**src/rtl/instr_encoder_pkg.sv**
```systemverilog
// instr_encoder_pkg: RV32I opcodes and instruction formats shared by the decoder and the encoder.
package instr_encoder_pkg;
    localparam logic [6:0] OP_IMM    = 7'b0010011;
    localparam logic [6:0] OP_LOAD   = 7'b0000011;
    localparam logic [6:0] OP_JALR   = 7'b1100111;
    localparam logic [6:0] OP_STORE  = 7'b0100011;
    localparam logic [6:0] OP_BRANCH = 7'b1100011;
    localparam logic [6:0] OP_AUIPC  = 7'b0010111;
    localparam logic [6:0] OP_LUI    = 7'b0110111;
    localparam logic [6:0] OP_JAL    = 7'b1101111;
    localparam logic [6:0] OP_REG    = 7'b0110011;

    typedef enum logic [2:0] {FMT_R, FMT_I, FMT_S, FMT_B, FMT_U, FMT_J, FMT_BAD} fmt_e;

    function automatic fmt_e op_fmt(input logic [6:0] op);
        fmt_e f;
        case (op)
            OP_IMM, OP_LOAD, OP_JALR: f = FMT_I;
            OP_STORE:                 f = FMT_S;
            OP_BRANCH:                f = FMT_B;
            OP_AUIPC, OP_LUI:         f = FMT_U;
            OP_JAL:                   f = FMT_J;
            OP_REG:                   f = FMT_R;
            default:                  f = FMT_BAD;
        endcase
        return f;
    endfunction
endpackage

```
**src/rtl/instr_encoder_pack.sv**
```systemverilog
// instr_pack: combinational placement of fields and immediate bits into an RV32I word, with legality check.
module instr_pack
    import instr_encoder_pkg::*;
(
    input  fmt_e        fmt,
    input  logic [6:0]  opcode,
    input  logic [4:0]  rd,
    input  logic [4:0]  rs1,
    input  logic [4:0]  rs2,
    input  logic [2:0]  funct3,
    input  logic [6:0]  funct7,
    input  logic [31:0] imm,
    output logic [31:0] word,
    output logic        illegal
);
    always_comb begin
        word    = {25'd0, opcode};
        illegal = 1'b1;
        case (fmt)
            FMT_R: begin
                word    = {funct7, rs2, rs1, funct3, rd, opcode};
                illegal = 1'b0;
            end
            FMT_I: begin
                word    = {imm[11:0], rs1, funct3, rd, opcode};
                illegal = !(&imm[31:11] || ~|imm[31:11]);
            end
            FMT_S: begin
                word    = {imm[11:5], rs2, rs1, funct3, imm[4:0], opcode};
                illegal = !(&imm[31:11] || ~|imm[31:11]);
            end
            FMT_B: begin
                word    = {imm[12], imm[10:5], rs2, rs1, funct3, imm[4:1], imm[11], opcode};
                illegal = imm[0] || !(&imm[31:12] || ~|imm[31:12]);
            end
            FMT_U: begin
                word    = {imm[31:12], rd, opcode};
                illegal = |imm[11:0];
            end
            FMT_J: begin
                word    = {imm[20], imm[10:1], imm[11], imm[19:12], rd, opcode};
                illegal = imm[0] || !(&imm[31:20] || ~|imm[31:20]);
            end
            default: ;
        endcase
    end
endmodule

```
**src/rtl/instr_encoder.sv**
```systemverilog
// instr_encoder: two-stage valid/ready RV32I instruction encoder with saturating error counter.
module instr_encoder
    import instr_encoder_pkg::*;
#(
    parameter int CNT_W    = 16,
    parameter bit ERR_ZERO = 1'b1
) (
    input  logic             clk,
    input  logic             rst,
    input  logic             in_valid,
    output logic             in_ready,
    input  logic [6:0]       opcode,
    input  logic [4:0]       rd,
    input  logic [4:0]       rs1,
    input  logic [4:0]       rs2,
    input  logic [2:0]       funct3,
    input  logic [6:0]       funct7,
    input  logic [31:0]      imm,
    output logic             out_valid,
    input  logic             out_ready,
    output logic [31:0]      instr_out,
    output logic             err,
    output logic [CNT_W-1:0] err_cnt
);
    logic        s1_valid;
    fmt_e        s1_fmt;
    logic [6:0]  s1_opcode, s1_funct7;
    logic [4:0]  s1_rd, s1_rs1, s1_rs2;
    logic [2:0]  s1_funct3;
    logic [31:0] s1_imm, word;
    logic        illegal;

    logic s2_load, s1_load;
    assign s2_load  = !out_valid || out_ready;
    assign s1_load  = !s1_valid || s2_load;
    assign in_ready = s1_load;

    instr_pack u_pack (
        .fmt(s1_fmt), .opcode(s1_opcode), .rd(s1_rd), .rs1(s1_rs1), .rs2(s1_rs2),
        .funct3(s1_funct3), .funct7(s1_funct7), .imm(s1_imm), .word(word), .illegal(illegal)
    );

    always_ff @(posedge clk or posedge rst) begin
        if (rst) begin
            s1_valid  <= 1'b0;
            s1_fmt    <= FMT_BAD;
            s1_opcode <= '0;
            s1_rd     <= '0;
            s1_rs1    <= '0;
            s1_rs2    <= '0;
            s1_funct3 <= '0;
            s1_funct7 <= '0;
            s1_imm    <= '0;
            out_valid <= 1'b0;
            instr_out <= '0;
            err       <= 1'b0;
            err_cnt   <= '0;
        end else begin
            if (s1_load) begin
                s1_valid <= in_valid;
                if (in_valid) begin
                    s1_fmt    <= op_fmt(opcode);
                    s1_opcode <= opcode;
                    s1_rd     <= rd;
                    s1_rs1    <= rs1;
                    s1_rs2    <= rs2;
                    s1_funct3 <= funct3;
                    s1_funct7 <= funct7;
                    s1_imm    <= imm;
                end
            end
            if (s2_load) begin
                out_valid <= s1_valid;
                if (s1_valid) begin
                    instr_out <= (ERR_ZERO && illegal) ? 32'h0 : word;
                    err       <= illegal;
                end
            end
            if (out_valid && out_ready && err && !(&err_cnt))
                err_cnt <= err_cnt + 1'b1;
        end
    end
endmodule
```
**config.mk**
```make
export PLATFORM = sky130hd
export DESIGN_NAME = instr_encoder
export DESIGN_NICKNAME = d
export VERILOG_FILES = /design/src/rtl/instr_encoder_pkg.sv /design/src/rtl/instr_encoder_pack.sv /design/src/rtl/instr_encoder.sv
export SDC_FILE = /design/constraint.sdc
export NUM_CORES = 1
export LEC_CHECK = 0
export CELL_PAD_IN_SITES_DETAIL_PLACEMENT = 1
export CELL_PAD_IN_SITES_GLOBAL_PLACEMENT = 2
export CORE_UTILIZATION = 30
export DETAILED_ROUTE_END_ITERATION = 10
export PLACE_DENSITY_LB_ADDON = 0.1
export REMOVE_ABC_BUFFERS = 1
export SLEW_MARGIN = 25
export SYNTH_ARGS = -nofsm -noshare
export SYNTH_HDL_FRONTEND = slang
export SYNTH_SLANG_ARGS = --single-unit
```
**constraint.sdc**
```tcl
create_clock -name clk -period 4.2 [get_ports clk]
set_clock_uncertainty 0.15 [all_clocks]
set_input_delay 0.84 -clock clk [delete_from_list [all_inputs] [get_ports clk]]
set_output_delay 0.84 -clock clk [all_outputs]
set_load 0.03 [all_outputs]
```
Word-level counts from Yosys, hierarchy flattened

Index checks and enable logic that the tools add are counted.

Bits in registers: 118
Input bits: 68
Logic and storage cells: 65

Add/subtract/negate cells: 1
Equality and inequality tests: 14
Multiplexer cells: 4
Reductions and logical operators: 33

Operators by type and width:

| cell                                                                  | count |
|---|---|
| 32-bit one-hot mux with 6 select lines                                | 1 |
| 32-bit 2-to-1 mux                                                     | 1 |
| 12-bit OR reduction                                                   | 2 |
| 7-bit by 6-bit equality test with 1-bit output, second input constant | 3 |
| 7-bit equality test, second input constant                            | 3 |
| 21-bit AND reduction                                                  | 1 |
| 21-bit OR reduction                                                   | 1 |
| 20-bit AND reduction                                                  | 1 |
| 20-bit OR reduction                                                   | 1 |
| 3-bit one-hot mux with 6 select lines                                 | 1 |
| 16-bit by 1-bit adder with 16-bit output, second input constant       | 1 |
| 16-bit AND reduction                                                  | 1 |
| 7-bit by 5-bit equality test with 1-bit output, second input constant | 2 |
| 12-bit AND reduction                                                  | 1 |
| 1-bit logical NOT                                                     | 9 |
| 7-bit by 2-bit equality test with 1-bit output, second input constant | 1 |
| 1-bit logical OR                                                      | 7 |
| 3-bit by 2-bit equality test with 1-bit output, second input constant | 2 |
| 3-bit equality test, second input constant                            | 2 |
| 1-bit one-hot mux with 5 select lines                                 | 1 |
| 2-bit AND reduction                                                   | 2 |
| 2-bit OR reduction                                                    | 2 |
| 3-bit by 1-bit equality test with 1-bit output, second input constant | 1 |
| 1-bit logical AND                                                     | 3 |
| other kinds (2)                                                       | 2 |

Logic depth before layout (Yosys ltp)

Depth after elaboration: 7
Mapped depth: 7
Gate-level depth less buffers: 6

Cells and area by module

From an unflattened synthesis, not the netlist that was laid out.

Cells, all modules: 483
Area, all modules: 5,622.9 um2

By module, submodules not included:

| module        | instances | cells each | area each (um2) | seq. area each (um2) |
|---|---|---|---|---|
| instr_encoder | 1         | 375        | 4,823.4         | 2,955.3 |
| instr_pack    | 1         | 108        | 799.5           | 0.0 |

Worst setup path after synthesis

OpenSTA, ideal clock, no wires.

Path type: in2reg
Start point: input port out_ready
End point: register s1_funct3[0]
Library setup time: 0.125 ns
Arrival: 2.194 ns
Required time: 3.925 ns
Slack: 1.731 ns
Stages: 4
Cell sequence: nand3b_1 > nand2_1 > buf_1 > mux2_2

Longest elaborated chain between the ends: 3

RTL lines:

| element                       | line                | text |
|---|---|---|
| start: declaration            | instr_encoder.sv:20 | `input logic out_ready,` |
| 1-bit logical OR              | instr_encoder.sv:34 | `assign s2_load = !out_valid \|\| out_ready;` |
| 1-bit logical OR              | instr_encoder.sv:35 | `assign s1_load = !s1_valid \|\| s2_load;` |
| 2-bit AND reduction (no line) | --                  |  |
| end signal: assignment        | instr_encoder.sv:67 | `s1_funct3 <= funct3;` |
| end: declaration              | instr_encoder.sv:29 | `logic [2:0] s1_funct3;` |

No other way between the ends.
A chain may end at the register's enable or synchronous reset.

Worst setup path in the final report

Start point: input port out_ready
End point: output port in_ready

Longest elaborated chain between the ends: 2

RTL lines:

| element          | line                | text |
|---|---|---|
| 1-bit logical OR | instr_encoder.sv:34 |  |
| 1-bit logical OR | instr_encoder.sv:35 |  |
| end: declaration | instr_encoder.sv:11 | `output logic in_ready,` |

No other way between the ends.

==> out/metrics.cfg <==
[sta]
hold_ws_ns = 0.325
slew_headroom_pct = 52.8
max_freq_ghz = 0.308
min_period_ns = 3.24
hold_viol = 0
min_period_over_period_pct = 77.2
setup_viol = 0
fin_setup_tns_ns = 0
worst_slew_pin_slew_ns = 0.701
maxSlewViolCount = 0
grt_setup_unrepaired = false

[cells_and_area]
synthToLayoutAreaGrowth_pct = 37.9
fill_cells = 1870
num-nets-final = 637
layout-drive-gt1-share_pct = 21.7
fin_area_mm2 = 0.00747

[yosys]
syn-mean-instance-area_um2 = 12.0
yosys.area_share.xor_xnor_pct = 2.59
synth_compound_area_share_pct = 13.8
synth_cell_types = 47
netlist_area_mm2 = 0.00542
synth_top_family_by_area = multiplexers
ys_seq_area_share_pct = 54.6
ys_warn_count = 0
synth.most_common_cell = dfrtp_1
yosys-top-cells-area = dfrtp_1 (54%), mux2_2 (13%), nand2_1 (4.5%)
synthMuxAreaShare_pct = 15.0
ys_ff_latch = 118
synth_top_area_share_pct = 53.6
synthCells = 450
synthTopCellsByCount = dfrtp_1 (116), nand2_1 (65), mux2_2 (64), o21ai_0 (14)
yosys_most_used_dff = dfrtp_1
synth_enable_flop_cells = 0
synth_simple_gate_area_share_pct = 11.0
synth.largest_area_cell = dfrtp_1
async_flop_share_pct = 100
yosys.area_share.adder_pct = 0.231

[setup_path]
crit_path_end_kind = output pin
r2r_end = instr_out[26]
cp.arrival_ns = 2.25
slowest_delay_ns = 0.70
critPathKind = in -> out
worst-path-max-fanout = 4
critical_path.top_delay_family = buffers and inverters
worst_r2r_path_depth = 5
path_common_cell = clkdlybuf4s50_1
crit_path_start_kind = primary input
cp_num_buf_inv = 2
ff2ff_setup_slack_ns = 1.61
cp_data_required_time_ns = 3.21
path_cells = clkdlybuf4s50_1 -> nand3b_1 -> clkdlybuf4s50_1
cp_slowest_cell = clkdlybuf4s50_1
r2r-start = s1_fmt[2]
cp-startpoint = out_ready

[clock_network]
numCtsBuffers = 17
clk_pin_slew_worst_paths_ns = 0.06
cts_buffer_depth = 2
cts_resized = 0
cts.sinks = 118
clockRootBuffer = clkbuf_16
cts_htree_levels = 4
holdBufCountCts = 0
postCtsSetupRepairBufs = 0
cts_tree = done
clock_latency_ns = 0.42

[die]
rows = 48
die_w_um = 136
initial_core_util_pct = 31.0
design.core.area_mm2 = 0.0175
top_level_ports = 119
die_h_um = 136
die_area_mm2 = 0.0186

[route]
wl_per_cell_um = 18.7
drt-initial-drc-count = 112
avgViaCountPerCell = 5.00
wl_mm = 15.1
drc = 0
dr.pass1.iters = 4
antenna_left = 0
route.vias.total = 4032

[global_route]
grt_usage_pct = 17.4
grt_pass1_vias = 4278
antenna_found_initial = 0
grt_pass1_wl_mm = 24.0
grt_overflow = 0
grt_max_degree = 71

[worst_hold_path]
min_path_cells = 2
hp-start = instr_out[0]
hp-class = reg -> reg
hold_path_end = instr_out[0]

[place]
port_buffers = 118
dpl_cell_area_mm2 = 0.00684
gp_congestion = 0.745
dp_hpwl_mm = 10.3

[outcome]
status = finished clean

[pwr]
p_leak_nw = 3.11
ir_drop_mv = 0.289
p_per_area_mw_per_mm2 = 461

[flow_run]
cap_violations = 0

registers in the layout, indices dropped and copies added (netlist names):
register	count
s1_funct7	7
err_cnt	16
s1_rd	5
instr_out	32
out_valid	1
s1_fmt	3
s1_rs1	5
s1_opcode	7
err	1
s1_funct3	3
s1_rs2	5
s1_valid	1
s1_imm	32
per-stage QoR:
step	std cells	util, %	power, mW	worst slack, ns
2_1_floorplan	423	-	1.69	0.0842
3_3_place_gp	774	39.1	1.92	1.00
3_5_place_dp	774	39.1	1.94	0.973
4_1_cts	806	42.7	3.50	0.969
5_1_grt	806	42.7	3.60	0.913
6_report	807	42.7	3.44	0.957
metal layers:
metal  GRT usage, %  part of all wire, %  wire (um)  vias up
met5              0                    0          0        -
met4           5.19                 0.70        106        0
met3           5.03                  4.3        644        9
met2           28.2                   51       7620       84
met1           22.4                   44       6680     2040
li1               -                    -          -     1899
how the worst max path moves through the flow:
stage                           to  slack, ns  depth (start not counted)
after floorplan                err       0.08                          1
after global placement    in_ready       1.00                          3
after detailed placement  in_ready       0.97                          3
after CTS                 in_ready       0.97                          3
after global routing      in_ready       0.91                          3
final                     in_ready       0.96                          3
cell usage in the layout (no fill, tap or decap), drive strengths merged, types with 9 or more instances in the layout:
cell           netlist  final
o21ai               15     15
clkdlybuf4s50        0    118
nor2                10     10
o31ai                9      9
clkbuf              12     24
nor4                 9      9
a32o                12     12
o41ai               14     14
xnor2               13     13
nand2               65     65
mux2                65     65
nand4               10     10
dfrtp              116    116
logic make-up after synthesis:
family | Yosys count
AND/OR/NAND/NOR | 123
XOR/XNOR | 16
buffers and inverters | 33
adder cells (fa/ha/maj) | 1
multiplexers | 73
flip-flops | 118
AO/OA/AOI/OAI | 86
cell type report:
cell class	count	area, um^2	share of cell area [%]
diodes	1	2.50	0.0335
clock buffers	24	512	6.85
well taps	225	282	3.77
multi-input cells	299	2320	31.1
flip-flops and latches	118	2960	39.6
inverters	6	25.0	0.335
repair buffers	126	1250	16.8
clock inverters	8	118	1.57
worst reg2reg max path, stage by stage (launching register included):
cell     delay (ns)
dfstp_2        0.91
and3b_1        0.28
a21oi_1        0.06
o41ai_2        0.34
o21a_1         0.51
a32o_1         0.27
report_power, final:
group	switching, mW	internal, mW
clock network	0.512	1.02
logic	0.254	0.263
registers	0.127	1.26
total	0.892	2.55
(Power assumes the default switching activity.)
